$ cat src/rtl/color_analysis_hls_deadlock_report_pkg.sv
// Shared definitions for the HLS deadlock report block.
//   state_e   : report FSM states
//   *_W       : widths of the captured vectors, the timestamp and the run counter
package color_analysis_deadlock_pkg;

  localparam int unsigned IDLE_W  = 21;
  localparam int unsigned CHAN_W  = 12;
  localparam int unsigned AXIS_W  = 5;
  localparam int unsigned STAMP_W = 32;
  // Run counter must hold CONFIRM_CYCLES up to 65535.
  localparam int unsigned RUN_W   = 16;

  typedef enum logic [1:0] {
    IDLE,
    CONFIRM,
    REPORT,
    HOLD
  } state_e;

endpackage

$ cat src/rtl/color_analysis_hls_deadlock_confirm_cnt.sv
// Run-length counter for the block indication.
//   clock, reset : rising-edge clock, async active-low reset
//   inc          : count one more qualifying cycle
//   clr          : zero the count (wins over inc)
//   done         : combinational look-ahead, high when this inc reaches CONFIRM_CYCLES
module color_analysis_hls_deadlock_confirm_cnt
  import color_analysis_deadlock_pkg::*;
#(
  parameter int unsigned CONFIRM_CYCLES = 16
) (
  input  logic clock,
  input  logic reset,
  input  logic inc,
  input  logic clr,
  output logic done
);

  logic [RUN_W-1:0] run_q;
  logic [RUN_W:0]   run_nxt;

  assign run_nxt = {1'b0, run_q} + {{RUN_W{1'b0}}, 1'b1};
  // Compare the incremented value so the terminal sample itself triggers done.
  assign done    = inc && (run_nxt == (RUN_W+1)'(CONFIRM_CYCLES));

  always_ff @(posedge clock or negedge reset) begin
    if (!reset) begin
      run_q <= '0;
    end else if (clr) begin
      run_q <= '0;
    end else if (inc) begin
      run_q <= run_nxt[RUN_W-1:0];
    end
  end

endmodule

$ cat src/rtl/color_analysis_hls_deadlock_report.sv
// Confirms a persistent HLS dataflow deadlock indication, captures one
// snapshot report per block episode and keeps a sticky flag plus a
// saturating event counter.
//   clock, reset        : rising-edge clock, async active-low reset
//   block               : raw deadlock indication
//   inst_*/axis_*_sigs  : vectors captured into the report
//   clear               : sync clear of deadlock and event_count
//   report_valid/ready  : report handshake
//   report_*            : captured snapshot and timestamp
//   deadlock            : sticky flag
//   event_count         : saturating count of confirmed deadlocks
// Build option: DEADLOCK_SNAPSHOT_EN enables snapshot registers and timer;
// without it report_idle/chan_block/axis_block/stamp are tied to zero.
module color_analysis_hls_deadlock_report
  import color_analysis_deadlock_pkg::*;
#(
  parameter int unsigned CONFIRM_CYCLES = 16,
  parameter int unsigned CNT_W          = 8
) (
  input  logic               clock,
  input  logic               reset,
  input  logic               block,
  input  logic [IDLE_W-1:0]  inst_idle_sigs,
  input  logic [CHAN_W-1:0]  inst_block_sigs,
  input  logic [AXIS_W-1:0]  axis_block_sigs,
  input  logic               clear,
  input  logic               report_ready,
  output logic               report_valid,
  output logic [IDLE_W-1:0]  report_idle,
  output logic [CHAN_W-1:0]  report_chan_block,
  output logic [AXIS_W-1:0]  report_axis_block,
  output logic [STAMP_W-1:0] report_stamp,
  output logic               deadlock,
  output logic [CNT_W-1:0]   event_count
);

  state_e           state_q;
  logic             valid_q;
  logic             deadlock_q, deadlock_d;
  logic [CNT_W-1:0] evt_q, evt_d;
  logic             run_inc, run_clr, run_done;
  logic             capture, accept;

  assign run_inc = block && ((state_q == IDLE) || (state_q == CONFIRM));
  assign run_clr = run_done || ((state_q == CONFIRM) && !block);
  assign capture = run_done;
  assign accept  = valid_q && report_ready;

  color_analysis_hls_deadlock_confirm_cnt #(
    .CONFIRM_CYCLES(CONFIRM_CYCLES)
  ) u_confirm_cnt (
    .clock (clock),
    .reset (reset),
    .inc   (run_inc),
    .clr   (run_clr),
    .done  (run_done)
  );

  // Clear first, then capture on top of it: a coinciding capture leaves count=1.
  always_comb begin
    evt_d      = evt_q;
    deadlock_d = deadlock_q;
    if (clear) begin
      evt_d      = '0;
      deadlock_d = 1'b0;
    end
    if (capture) begin
      deadlock_d = 1'b1;
      if (clear)       evt_d = CNT_W'(1);
      else if (&evt_q) evt_d = evt_q;
      else             evt_d = evt_q + CNT_W'(1);
    end
  end

  always_ff @(posedge clock or negedge reset) begin
    if (!reset) begin
      state_q    <= IDLE;
      valid_q    <= 1'b0;
      deadlock_q <= 1'b0;
      evt_q      <= '0;
    end else begin
      deadlock_q <= deadlock_d;
      evt_q      <= evt_d;
      unique case (state_q)
        IDLE:    if (block) state_q <= run_done ? REPORT : CONFIRM;
        CONFIRM: begin
          if (!block)        state_q <= IDLE;
          else if (run_done) state_q <= REPORT;
        end
        REPORT:  if (accept) state_q <= block ? HOLD : IDLE;
        HOLD:    if (!block) state_q <= IDLE;
        default: state_q <= IDLE;
      endcase
      if (capture)     valid_q <= 1'b1;
      else if (accept) valid_q <= 1'b0;
    end
  end

  assign report_valid = valid_q;
  assign deadlock     = deadlock_q;
  assign event_count  = evt_q;

`ifdef DEADLOCK_SNAPSHOT_EN
  logic [STAMP_W-1:0] timer_q, stamp_q;
  logic [IDLE_W-1:0]  idle_q;
  logic [CHAN_W-1:0]  chan_q;
  logic [AXIS_W-1:0]  axis_q;

  always_ff @(posedge clock or negedge reset) begin
    if (!reset) begin
      timer_q <= '0;
      stamp_q <= '0;
      idle_q  <= '0;
      chan_q  <= '0;
      axis_q  <= '0;
    end else begin
      timer_q <= timer_q + STAMP_W'(1);
      if (capture) begin
        stamp_q <= timer_q;
        idle_q  <= inst_idle_sigs;
        chan_q  <= inst_block_sigs;
        axis_q  <= axis_block_sigs;
      end
    end
  end

  assign report_idle       = idle_q;
  assign report_chan_block = chan_q;
  assign report_axis_block = axis_q;
  assign report_stamp      = stamp_q;
`else
  logic unused_snapshot_inputs;
  assign unused_snapshot_inputs = ^{inst_idle_sigs, inst_block_sigs, axis_block_sigs};

  assign report_idle       = '0;
  assign report_chan_block = '0;
  assign report_axis_block = '0;
  assign report_stamp      = '0;
`endif

endmodule

$ cat config.mk
export PLATFORM = sky130hd
export DESIGN_NAME = color_analysis_hls_deadlock_report
export DESIGN_NICKNAME = d
export VERILOG_FILES = /design/src/rtl/color_analysis_hls_deadlock_report_pkg.sv /design/src/rtl/color_analysis_hls_deadlock_confirm_cnt.sv /design/src/rtl/color_analysis_hls_deadlock_report.sv
export SDC_FILE = /design/constraint.sdc
export NUM_CORES = 1
export LEC_CHECK = 0
export CAP_MARGIN = 0
export CORE_ASPECT_RATIO = 1.75
export CORE_MARGIN = 2
export CORE_UTILIZATION = 40
export CTS_CLUSTER_DIAMETER = 200
export DETAILED_ROUTE_END_ITERATION = 10
export PLACE_DENSITY = 0.79
export SYNTH_ARGS = -nofsm -noshare
export SYNTH_HDL_FRONTEND = slang
export SYNTH_SLANG_ARGS = --single-unit
$ cat constraint.sdc
create_clock -name clock -period 3.33 [get_ports clock]
set_input_delay 0.4995 -clock clock [delete_from_list [all_inputs] [get_ports clock]]
set_output_delay 0.4995 -clock clock [all_outputs]
set_load 0.01 [all_outputs]
-- Word-level counts from Yosys, hierarchy flattened
Index checks and enable logic that the tools add are counted.
- add/sub/neg operators: 2
- multipliers: 0
- div/mod/pow operators: 0
- order comparisons: 0
- equal/unequal tests: 9
- shifts and indexed selects: 0
- mux-type cells: 18
- bitwise operators: 0
- reduce and logical (&&, ||, !) cells: 14
- operators with widths (cell ; number):
    $mux W16 ; 2
    $mux W8 ; 4
    $add A16 B1 Y17 const B ; 1
    $eq A17 B5 Y1 const B ; 1
    $mux W2 ; 7
    $add A8 B1 Y8 const B ; 1
    $ne A2 B2 Y1 const B ; 4
    $pmux W2 S4 ; 1
    $reduce_and A8 Y1 ; 1
    $reduce_bool A2 Y1 ; 3
    $eq A2 B2 Y1 const B ; 2
    $logic_and A1 B1 Y1 ; 4
    $mux W1 ; 4
    $reduce_and A4 Y1 ; 1
    $ne A3 B3 Y1 const B ; 1
    $eq A2 B1 Y1 const B ; 1
    $logic_not A2 Y1 ; 1
    $logic_or A1 B1 Y1 ; 2
    $reduce_and A2 Y1 ; 1
    $logic_not A1 Y1 ; 1
- register bits: 28
- latch bits: 0
- memory bits (writable): 0
- bits in read-only memories: 0
- input port bits: 43
- output and inout bits: 80
- memories: 0

-- Longest topological paths before layout
- depth after elaboration: 7
- gate-level depth with buffers: 10
- depth with buffers taken out: 7

-- By module
A second synthesis with hierarchy kept.
- cells, all modules: 253
- area total of the unflattened synthesis: 2207.1 µm²
- by module, submodules not included (module ; instances ; cells each ; area each (µm²) ; sequential area each (µm²)):
    color_analysis_hls_deadlock_report ; 1 ; 141 ; 1182.4 ; 300.3
    color_analysis_hls_deadlock_confirm_cnt ; 1 ; 112 ; 1024.7 ; 400.4

-- Worst setup path after synthesis
No wires, ideal clock.
- path type: register to register
- start point: reg u_confirm_cnt.run_q[0]
- end point: reg evt_q[6], in the netlist event_count[6]
- library setup time: 120 ps
- arrival time: 2364 ps
- required time: 3210 ps
- slack: 846 ps
- stages on the path, launching flop included: 10
- period minus slack after synthesis: 2484 ps
- path through: dfrtp_1 -> ha_1 -> buf_2 -> a311o_1 -> o21ai_0 -> a41oi_1 -> or4_1 -> buf_2 -> or4_1 -> o211a_1
- longest elaborated chain between the ends: 5
- elaborated cells between the ends (all ways): 6
- classes of those cells: add/sub: 1; eq/ne: 1; mux: 1; reduce/logical: 3
- RTL lines (what ; RTL line ; text):
    from (decl) ; color_analysis_hls_deadlock_confirm_cnt.sv:18 ; logic [RUN_W-1:0] run_q;
    from (signal assigned) ; color_analysis_hls_deadlock_confirm_cnt.sv:31 ; run_q <= run_nxt[RUN_W-1:0];
    $add A16 B1 Y17 (*) ; color_analysis_hls_deadlock_confirm_cnt.sv:21 ; assign run_nxt = {1'b0, run_q} + {{RUN_W{1'b0}}, 1'b1};
    $eq A17 B5 Y1 (*) ; color_analysis_hls_deadlock_confirm_cnt.sv:23 ; assign done = inc && (run_nxt == (RUN_W+1)'(CONFIRM_CYCLES));
    $logic_and A1 B1 Y1 (*) ; color_analysis_hls_deadlock_confirm_cnt.sv:23 ;
    $reduce_bool A2 Y1 (no source line) ; n/a ;
    $reduce_and A2 Y1 (no source line) ; n/a ;
    to (signal assigned) ; color_analysis_hls_deadlock_report.sv:83 ; evt_q <= evt_d;
    to (decl) ; color_analysis_hls_deadlock_report.sv:40 ; logic [CNT_W-1:0] evt_q, evt_d;
Mark *: on every way between the ends. The rest lies on a longest branch, timed or not.
A chain may end at the register's enable or synchronous reset.

-- Final worst setup path
Ends and elaborated chain as after synthesis.

==> results.md <==
- Die area: 6500 sq um
- WP buf/inv: 0
- Worst-Skew Late Latency: 0.28 ns
- Crit end category: register
- Detailed Route Iter0 Violations: 67
- Unrepaired setup endpoints after global routing: false
- Cell count of the worst hold path: 1
- Netlist Area Pre-Place: 2340 sq um
- PD cells: 317 nW/um^2
- Design Power: 0.000738 W
- Simple-Gate Fraction of Synth Area: 21.3%
- Reg area: 701 sq um
- Layout fillers: 573
- Most common cell after layout, fill and taps aside: conb_1
- Grt ovf: 0
- # DRC: 0
- Post_cts resized: 0
- Synth Area in XOR/XNOR: 2.24%
- Core Region: 5630 sq um
- Leakage Power: 1.03 nW
- Clk buf depth: 2
- Final wirelength: 4480 um
- # IOs: 123
- Area of the multi-input gates: 1270 sq um
- Yosys top cell area share: 29.9%
- Cell variety after synth: 50
- Ant. Diodes: 0
- FMAX: 329 MHz
- Finished Cell Area: 2330 sq um
- Drt first pass iters: 4
- Final worst-path cycle share: 91.2%
- Port-buffer cells: 14
- Slew Limit Headroom: 39.7%
- Total track usage: 14.9%
- Min-delay worst type: reg2reg
- Register area share after synthesis: 29.9%
- First-pass GRT wire length: 7750 um
- Worst reg2reg path endpoint: event_count[6]
- Post-route ant nets: 0
- Synth area leader: dfrtp_1
- Critical Path AT: 3.22 ns
- Tmin final: 3.04 ns
- Critical Path RT: 3.51 ns
- H-tree depth: 1
- Max Cap Viol: 0
- Syn avg cell area: 8.30 sq um
- Worst Skew: 0.00682 ns
- CTS tree: built
- Row cnt: 36
- Reg2reg path depth: 7
- Final nets: 333
- Root Driver: clkbuf_8
- Synth Register Bits: 28
- Crit-path slowest cell: or4_1
- Number of synthesized flops with an enable pin: 0
- Hold_buf cts: 0
- Worst-path maximum fanout: 18
- Clk slew on worst S/H paths: 0.10 ns
- CP max stage delay: 0.79 ns
- Total CTS buffers: 3
- Post-DP Area: 2260 sq um
- Status: completed
- R2R Setup Slk: 0.29 ns
- Dominant combinational cell family by area after synthesis: buffers and inverters
- Most frequent cells in the layout: 70 x conb_1, 28 x dfrtp_1, 22 x nand2_1
- Hpwl dp: 3230 um
- Clock sinks: 28
- Mux contribution to synthesized area: 1.76%
- Top delay family on crit path: simple AND/OR/NAND/NOR gates
- Vias: 1830
- Vias in the first global route: 1682
- Max IR drop VDD: 0.262 mV
- Layout cell share with drive strength beyond 1: 4.90%
- Hold endpoint: deadlock
- Chip height: 105 um
- Setup crit start kind: register
- Synth async-reset ratio: 100%
- FF-to-FF Start: u_confirm_cnt.run_q[0]
- Synth Flop Type: dfrtp_1
- Compound-Gate Fraction of Synth Area: 16.0%
- CP most frequent cell: or4_1
- Crit-path cells: ha_1, nand3_1, nor3_2, a31oi_1, or4_1, or4_1, o211a_1
- Vias per cell: 5.06
- Crit Path Class: reg2reg
- Initial antenna violation count: 0
- Synthesized instance count: 282
- Starting Density: 41.6%
- Placer congestion estimate: 0.871
- Hold wc startpoint: deadlock
- Worst slew pin tran: 0.905 ns
- Chip Width: 61.8 um
- Sum Neg Setup Slack: 0 ns
- Synth area leaders: dfrtp_1 30%, buf_4 22%, o31ai_1 4.2%
- Syn-to-layout area delta: -0.481%
- Final-report hold violation count: 0
- Setup-failing EPs final: 0
- Largest net degree at the start of global routing: 29
- Setup Fix Bufs, Post-CTS: 0
- Warnings from Yosys: 0
- Max-slew violations: 0
- Synth Area in Adders: 1.60%
- Routed WL per cell: 12.4 um
==> report_power, final <==
group | internal (W) | total (W) | switching [W]
Clock | 0.000161 | 0.000274 | 0.000112
Sequential | 0.000350 | 0.000371 | 0.0000212
Combinational | 0.0000218 | 0.0000933 | 0.0000715
Total | 0.000532 | 0.000738 | 0.000205
==> flip-flops by register name, summed over array words and instances, names as in the netlist <==
signal	count
state_q	2
deadlock	1
report_valid	1
event_count	8
u_confirm_cnt.run_q	16
==> through the flow <==
| stage | utilization, % | worst slack, ns | hold slack (ns) | cells |
|---|---|---|---|---|
| 3_5_place_dp | 40.1 | 0.346 | 0.521 | 358 |
| 3_3_place_gp | 40.1 | 0.449 | 0.510 | 358 |
| 5_1_grt | 41.4 | 0.129 | 0.572 | 362 |
| 2_1_floorplan | - | 0.846 | 0.204 | 351 |
| 6_report | 41.4 | 0.294 | 0.542 | 362 |
| 4_1_cts | 41.4 | 0.340 | 0.545 | 362 |
==> metal layers <==
layer | up-vias | share of wire, % | track usage [%]
met5 | - | 0 | 0
met4 | 0 | 1.5 | 3.80
met3 | 6 | 6.1 | 1.61
met2 | 96 | 55 | 26.5
met1 | 868 | 37 | 18.2
li1 | 860 | - | -
==> cell type report <==
class                           count  share of cell area [%]
Clock buffer                        3                    1.77
Timing Repair Buffer               18                    7.30
Clock inverter                      1                    1.29
Multi-Input combinational cell    229                    54.4
Inverter                            7                    1.13
Tap cell                           76                    4.08
Sequential cell                    28                    30.1
==> worst max-delay path by stage <==
stage,from,to,slack (ns),cells after the start
6_report,u_confirm_cnt.run_q[0],event_count[6],0.29,7
5_1_grt,u_confirm_cnt.run_q[0],event_count[6],0.13,7
4_1_cts,u_confirm_cnt.run_q[0],event_count[6],0.34,7
3_5_place_dp,u_confirm_cnt.run_q[0],event_count[6],0.35,7
3_3_place_gp,u_confirm_cnt.run_q[0],event_count[6],0.45,7
2_1_floorplan,u_confirm_cnt.run_q[0],event_count[6],0.85,9
==> cell families (layout without fill, tap and decap cells) <==
group / after synthesis / in the layout
AND/OR/NAND/NOR: 92 / 92
other: 1 / 70
buffers and inverters: 94 / 29
multiplexers: 4 / 4
XOR/XNOR: 6 / 6
AO/OA/AOI/OAI: 54 / 54
flip-flops: 28 / 28
adder cells (fa/ha/maj): 3 / 3
==> cells in the mapped netlist, types with 6 or more instances <==
| cell type | count |
|---|---|
| nand3_1 | 15 |
| clkbuf_1 | 6 |
| o31ai_1 | 13 |
| nand2_1 | 22 |
| dfrtp_1 | 28 |
| or4_1 | 6 |
| o21ai_0 | 10 |
| buf_2 | 7 |
| nand4_1 | 7 |
| a31oi_1 | 6 |
| buf_4 | 70 |
| inv_1 | 7 |
| a21oi_1 | 9 |
| nor2_1 | 12 |
Note: power is estimated with default switching activity, not from simulation.
